$ cat src/rtl/demux8_deser_pkg.sv
`default_nettype none
// ============================================================================
// Module   : demux8_deser_pkg
// Purpose  : Shared lane count, lane-index width and lane index type.
// Revision : 1.0 - initial release
// ============================================================================
package demux8_deser_pkg;

  localparam int LANES = 8;
  localparam int SEL_W = $clog2(LANES);

  typedef logic [SEL_W-1:0] lane_idx_t;

endpackage : demux8_deser_pkg
`default_nettype wire

$ cat src/rtl/demux8_deser_lane_counter.sv
`default_nettype none
// ============================================================================
// Module   : demux8_deser_lane_counter
// Purpose  : Lane index for the deserializer; sof restarts at lane 1 because
//            the sof bit itself occupies lane 0.
// Revision : 1.0 - initial release
// ============================================================================
module demux8_deser_lane_counter
  import demux8_deser_pkg::*;
#(
  parameter int LANES = demux8_deser_pkg::LANES,
  parameter int SEL_W = $clog2(LANES)
) (
  input  logic             clk,
  input  logic             rst_n,
  input  logic             inc,
  input  logic             sof,
  output logic [SEL_W-1:0] idx,
  output logic             last_lane
);

  logic [SEL_W-1:0] r_idx;

  assign idx       = r_idx;
  assign last_lane = (r_idx == SEL_W'(LANES - 1));

  always_ff @(posedge clk or negedge rst_n) begin
    if (!rst_n) begin
      r_idx <= '0;
    end else if (inc) begin
      if (sof)
        r_idx <= SEL_W'(1);
      else if (last_lane)
        r_idx <= '0;
      else
        r_idx <= r_idx + SEL_W'(1);
    end
  end

endmodule : demux8_deser_lane_counter
`default_nettype wire

$ cat src/rtl/demux8_deser.sv
`default_nettype none
// ============================================================================
// Module   : demux8_deser
// Purpose  : Serial-to-parallel lane demultiplexer with valid/ready output
//            and a sticky overrun flag for words dropped on backpressure.
// Revision : 1.0 - initial release
// ============================================================================
module demux8_deser
  import demux8_deser_pkg::*;
#(
  parameter int LANES = demux8_deser_pkg::LANES,
  parameter int SEL_W = $clog2(LANES)
) (
  input  logic             clk,
  input  logic             rst_n,
  input  logic             din,
  input  logic             din_valid,
  input  logic             sof,
  output logic [LANES-1:0] dout,
  output logic             dout_valid,
  input  logic             dout_ready,
  output logic [SEL_W-1:0] sel,
  output logic             overrun,
  input  logic             clr_ovr
);

  logic [SEL_W-1:0] w_idx;
  logic             w_last_lane;
  logic [LANES-2:0] r_shadow;
  logic [LANES-2:0] w_shadow_next;
  logic [LANES-1:0] w_word;
  logic             w_complete;
  logic             w_can_load;
  logic [LANES-1:0] r_dout;
  logic             r_dout_valid;
  logic             r_overrun;

  demux8_deser_lane_counter #(
    .LANES (LANES),
    .SEL_W (SEL_W)
  ) u_lane_counter (
    .clk       (clk),
    .rst_n     (rst_n),
    .inc       (din_valid),
    .sof       (sof),
    .idx       (w_idx),
    .last_lane (w_last_lane)
  );

  assign w_word     = {din, r_shadow};
  assign w_complete = din_valid && !sof && w_last_lane;
  assign w_can_load = !r_dout_valid || dout_ready;

  always_comb begin
    w_shadow_next = r_shadow;
    if (din_valid) begin
      if (sof) begin
        w_shadow_next    = '0;
        w_shadow_next[0] = din;
      end else if (w_last_lane) begin
        w_shadow_next = '0;
      end else begin
        for (int k = 0; k < LANES - 1; k++)
          if (w_idx == SEL_W'(k))
            w_shadow_next[k] = din;
      end
    end
  end

  always_ff @(posedge clk or negedge rst_n) begin
    if (!rst_n)
      r_shadow <= '0;
    else
      r_shadow <= w_shadow_next;
  end

  // A completing word outranks the consumer's pop so accept-and-reload gives no bubble.
  always_ff @(posedge clk or negedge rst_n) begin
    if (!rst_n) begin
      r_dout       <= '0;
      r_dout_valid <= 1'b0;
      r_overrun    <= 1'b0;
    end else begin
      if (w_complete && w_can_load) begin
        r_dout       <= w_word;
        r_dout_valid <= 1'b1;
      end else if (r_dout_valid && dout_ready) begin
        r_dout_valid <= 1'b0;
      end

      if (w_complete && !w_can_load)
        r_overrun <= 1'b1;
      else if (clr_ovr)
        r_overrun <= 1'b0;
    end
  end

  assign dout       = r_dout;
  assign dout_valid = r_dout_valid;
  assign sel        = w_idx;
  assign overrun    = r_overrun;

endmodule : demux8_deser
`default_nettype wire

$ cat config.mk
export PLATFORM = sky130hd
export DESIGN_NAME = demux8_deser
export DESIGN_NICKNAME = d
export VERILOG_FILES = /design/src/rtl/demux8_deser_pkg.sv /design/src/rtl/demux8_deser_lane_counter.sv /design/src/rtl/demux8_deser.sv
export SDC_FILE = /design/constraint.sdc
export NUM_CORES = 1
export LEC_CHECK = 0
export CORE_UTILIZATION = 40
export CTS_CLUSTER_DIAMETER = 40
export DETAILED_ROUTE_END_ITERATION = 8
export SETUP_SLACK_MARGIN = 0.1
export SYNTH_ARGS = -nofsm -noshare
export SYNTH_HDL_FRONTEND = slang
export SYNTH_SLANG_ARGS = --single-unit
$ cat constraint.sdc
create_clock -name clk -period 3 [get_ports clk]
set_clock_uncertainty 0.1 [all_clocks]
set_input_delay 0.9 -clock clk [delete_from_list [all_inputs] [get_ports clk]]
set_output_delay 0.9 -clock clk [all_outputs]
set_load 0.05 [all_outputs]
==> results.sh <==
export IMPL_status="finished, final reports clean"
export IMPL_crit_arrival_ns=1.71
export IMPL_finish_utilization_pct=55.6
export IMPL_grt_pass1_wl_um=2960
export IMPL_clock_path_buffers=2
export IMPL_worst_ir_drop_vdd_mv=0.353
export IMPL_grt_max_degree=21
export IMPL_htreeDepth=1
export IMPL_coreArea_um2=2300
export IMPL_root_buffer="clkbuf_4"
export IMPL_port_buffers=19
export IMPL_drive_above_1_share_pct=24.0
export IMPL_leakagePower_uw=0.000617
export IMPL_crit_slowest_cell="clkdlybuf4s50_1"
export IMPL_min_delay_path_class="flop to flop"
export IMPL_cts_sinks=20
export IMPL_clk_latency_ns=0.30
export IMPL_die_w_um=52.1
export IMPL_cp_max_fo=10
export IMPL_crit_chain="clkdlybuf4s50_1"
export IMPL_drt_pass1_iter_count=3
export IMPL_start_util_pct=43.7
export IMPL_wl_per_cell_um=12.7
export IMPL_synth_yosys_seq_area_share_pct=49.8
export IMPL_synthMuxAreaShare_pct=19.7
export IMPL_max_freq_mhz=370
export IMPL_drt_initial_drc_count=1
export IMPL_fin_crit_ns=2.71
export IMPL_place_area_um2=1240
export IMPL_die_h_um=52.1
export IMPL_worstSetupStartpointType="flop"
export IMPL_grt_pass1_vias=642
export IMPL_yosysWarningCount=0
export IMPL_diodes=0
export IMPL_p_per_area_nw_per_um2=555
export IMPL_mostFrequentLayoutCell="dfrtp_1"
export IMPL_drt_vias_per_instance=4.85
export IMPL_design_area_um2=1280
export IMPL_syn_area_um2=1000
export IMPL_tightest_slew_ns=0.497
export IMPL_cts_setup_buffers=0
export IMPL_fill_cells=214
export IMPL_cts_tree="done"
export IMPL_synth_area_top_cells="dfrtp_1 (50%), mux2_4 (12%), ha_1 (8.7%)"
export IMPL_path_clk_slew_ns=0.11
export IMPL_pin_count=20
export IMPL_overflow=0
export IMPL_vias=640
export IMPL_worst_path_buf_inv=1
export IMPL_synth_cell_types=20
export IMPL_synth_top_area_cell="dfrtp_1"
export IMPL_hpwl_um=1190
export IMPL_setup_viol=0
export IMPL_yosys_area_share_simple_pct=10.7
export IMPL_rows=17
export IMPL_netlist_area_leader_share_pct=49.8
export IMPL_power_uw=709
export IMPL_synth_seq_cells=20
export IMPL_ant_nets=0
export IMPL_antenna_found_initial=0
export IMPL_synth_cells=79
export IMPL_wl_um=1680
export IMPL_rsz0062_at_grt="no"
export IMPL_layout_common_cells="dfrtp_1 (20), clkdlybuf4s50_1 (19), o21ai_0 (11), mux2_4 (8), ha_1 (7)"
export IMPL_gp_congestion=0.711
export IMPL_floorplan_die_area_um2=2720
export IMPL_worstPathRequired_ns=2.00
export IMPL_synth_compound_area_share_pct=6.97
export IMPL_period_share_pct=90.2
export IMPL_synthXorXnorAreaFrac_pct=0
export IMPL_synth_top_family_by_area="multiplexers"
export IMPL_final_nets=119
export IMPL_crit_family="buffers and inverters"
export IMPL_hold_violations=0
export IMPL_critPathKind="flop to output port"
export IMPL_cap_viol_max_count=0
export IMPL_post_route_drc_count=0
export IMPL_synth_fp_nets=93
export IMPL_tns_ns=0
export IMPL_area_delta_synth_final_pct=27.1
export IMPL_numCtsBuffers=3
export IMPL_cp_slowest_stage_delay_ns=0.87
export IMPL_ctsResizeCount=0
export IMPL_grtUsageTotal_pct=15.7
export IMPL_synthAdderAreaFrac_pct=8.72
export IMPL_slew_viol_final=0
export IMPL_cts_hold_buffers=0
export IMPL_cp_end_kind="output port"
export IMPL_relSlewSlack_pct=66.7
export IMPL_syn_area_per_cell_um2=12.7
[final timing paths]
| kind | startpoint | end | slack, ns | cells after the start |
|---|---|---|---|---|
| setup / recovery | u_lane_counter.idx[2]$_DFFE_PN0P_ | sel[2] | 0.29 | 1 |
| hold / removal | r_shadow[0]$_DFFE_PN0P_ | dout[0]$_DFFE_PN0P_ | 0.41 | 1 |
| setup reg to reg | u_lane_counter.idx[0]$_DFFE_PN0P_ | r_shadow[4]$_DFFE_PN0P_ | 1.04 | 5 |
| hold reg to reg | r_shadow[0]$_DFFE_PN0P_ | dout[0]$_DFFE_PN0P_ | 0.41 | 1 |
| max in group asynchronous | rst_n | dout[2]$_DFFE_PN0P_ | 1.78 | 2 |
| min in group asynchronous | rst_n | r_shadow[4]$_DFFE_PN0P_ | 0.82 | 2 |
[final cells by class]
class	instances	area, um^2	area share [%]
Sequential cell	20	500	39.2
Multi-Input combinational cell	51	463	36.2
Timing Repair Buffer	23	220	17.2
Clock buffer	4	36.3	2.84
Tap cell	28	35.0	2.74
Inverter	6	22.5	1.76
[metrics by stage]
step / instances / hold slack [ns] / setup WS, ns
final: 132 / 0.412 / 0.295
after global routing: 132 / 0.438 / 0.178
after CTS: 132 / 0.414 / 0.264
after detailed placement: 128 / 0.388 / 0.474
after global placement: 128 / 0.385 / 0.504
after floorplan: 79 / 0.376 / 0.913
[power breakdown]
part | leakage, uW | internal [uW] | switching [uW] | total [uW]
clock network | 0.0000210 | 74.1 | 82.7 | 157
registers | 0.000265 | 306 | 25.4 | 332
logic | 0.000330 | 96.0 | 125 | 221
total | 0.000617 | 476 | 233 | 709
[synthesized netlist by cell type]
master and n:
mux2_4 8, mux2i_1 1, o32ai_1 1, o21ai_0 11, buf_4 1, nor3b_1 1, buf_6 1, nor2b_1 3
dfrtp_1 20, nand2b_1 1, nor2b_2 1, inv_1 6, nor2_1 2, or2_4 1, nand3b_4 1, o22ai_1 1
and2_1 3, ha_1 7, mux2_2 6, nand2_1 3
[flip-flops by register name, indices dropped and copies added, names as in the netlist]
name,cells
dout,8
r_shadow,7
u_lane_counter.idx,3
dout_valid,1
overrun,1
[worst register-to-register path: stages (launching register included)]
cell	delay [ns]
dfrtp_1	0.45
ha_1	0.26
ha_1	0.21
or2_4	0.28
o21ai_0	0.20
mux2_2	0.35
[routing by layer]
metal	global-route usage [%]	part of all wire, %	vias up
met1	19.4	48	307
met2	24.6	46	14
li1	-	-	315
met5	0	0	-
met4	6.76	1.5	0
met3	5.26	4.3	4
[cell families after synthesis]
logic type      Yosys count
compound gates           13
fa+ha+maj                 7
buf+inv                   8
flops                    20
mux                      15
simple gates             16
Note: power is estimated with default switching activity, not from simulation.
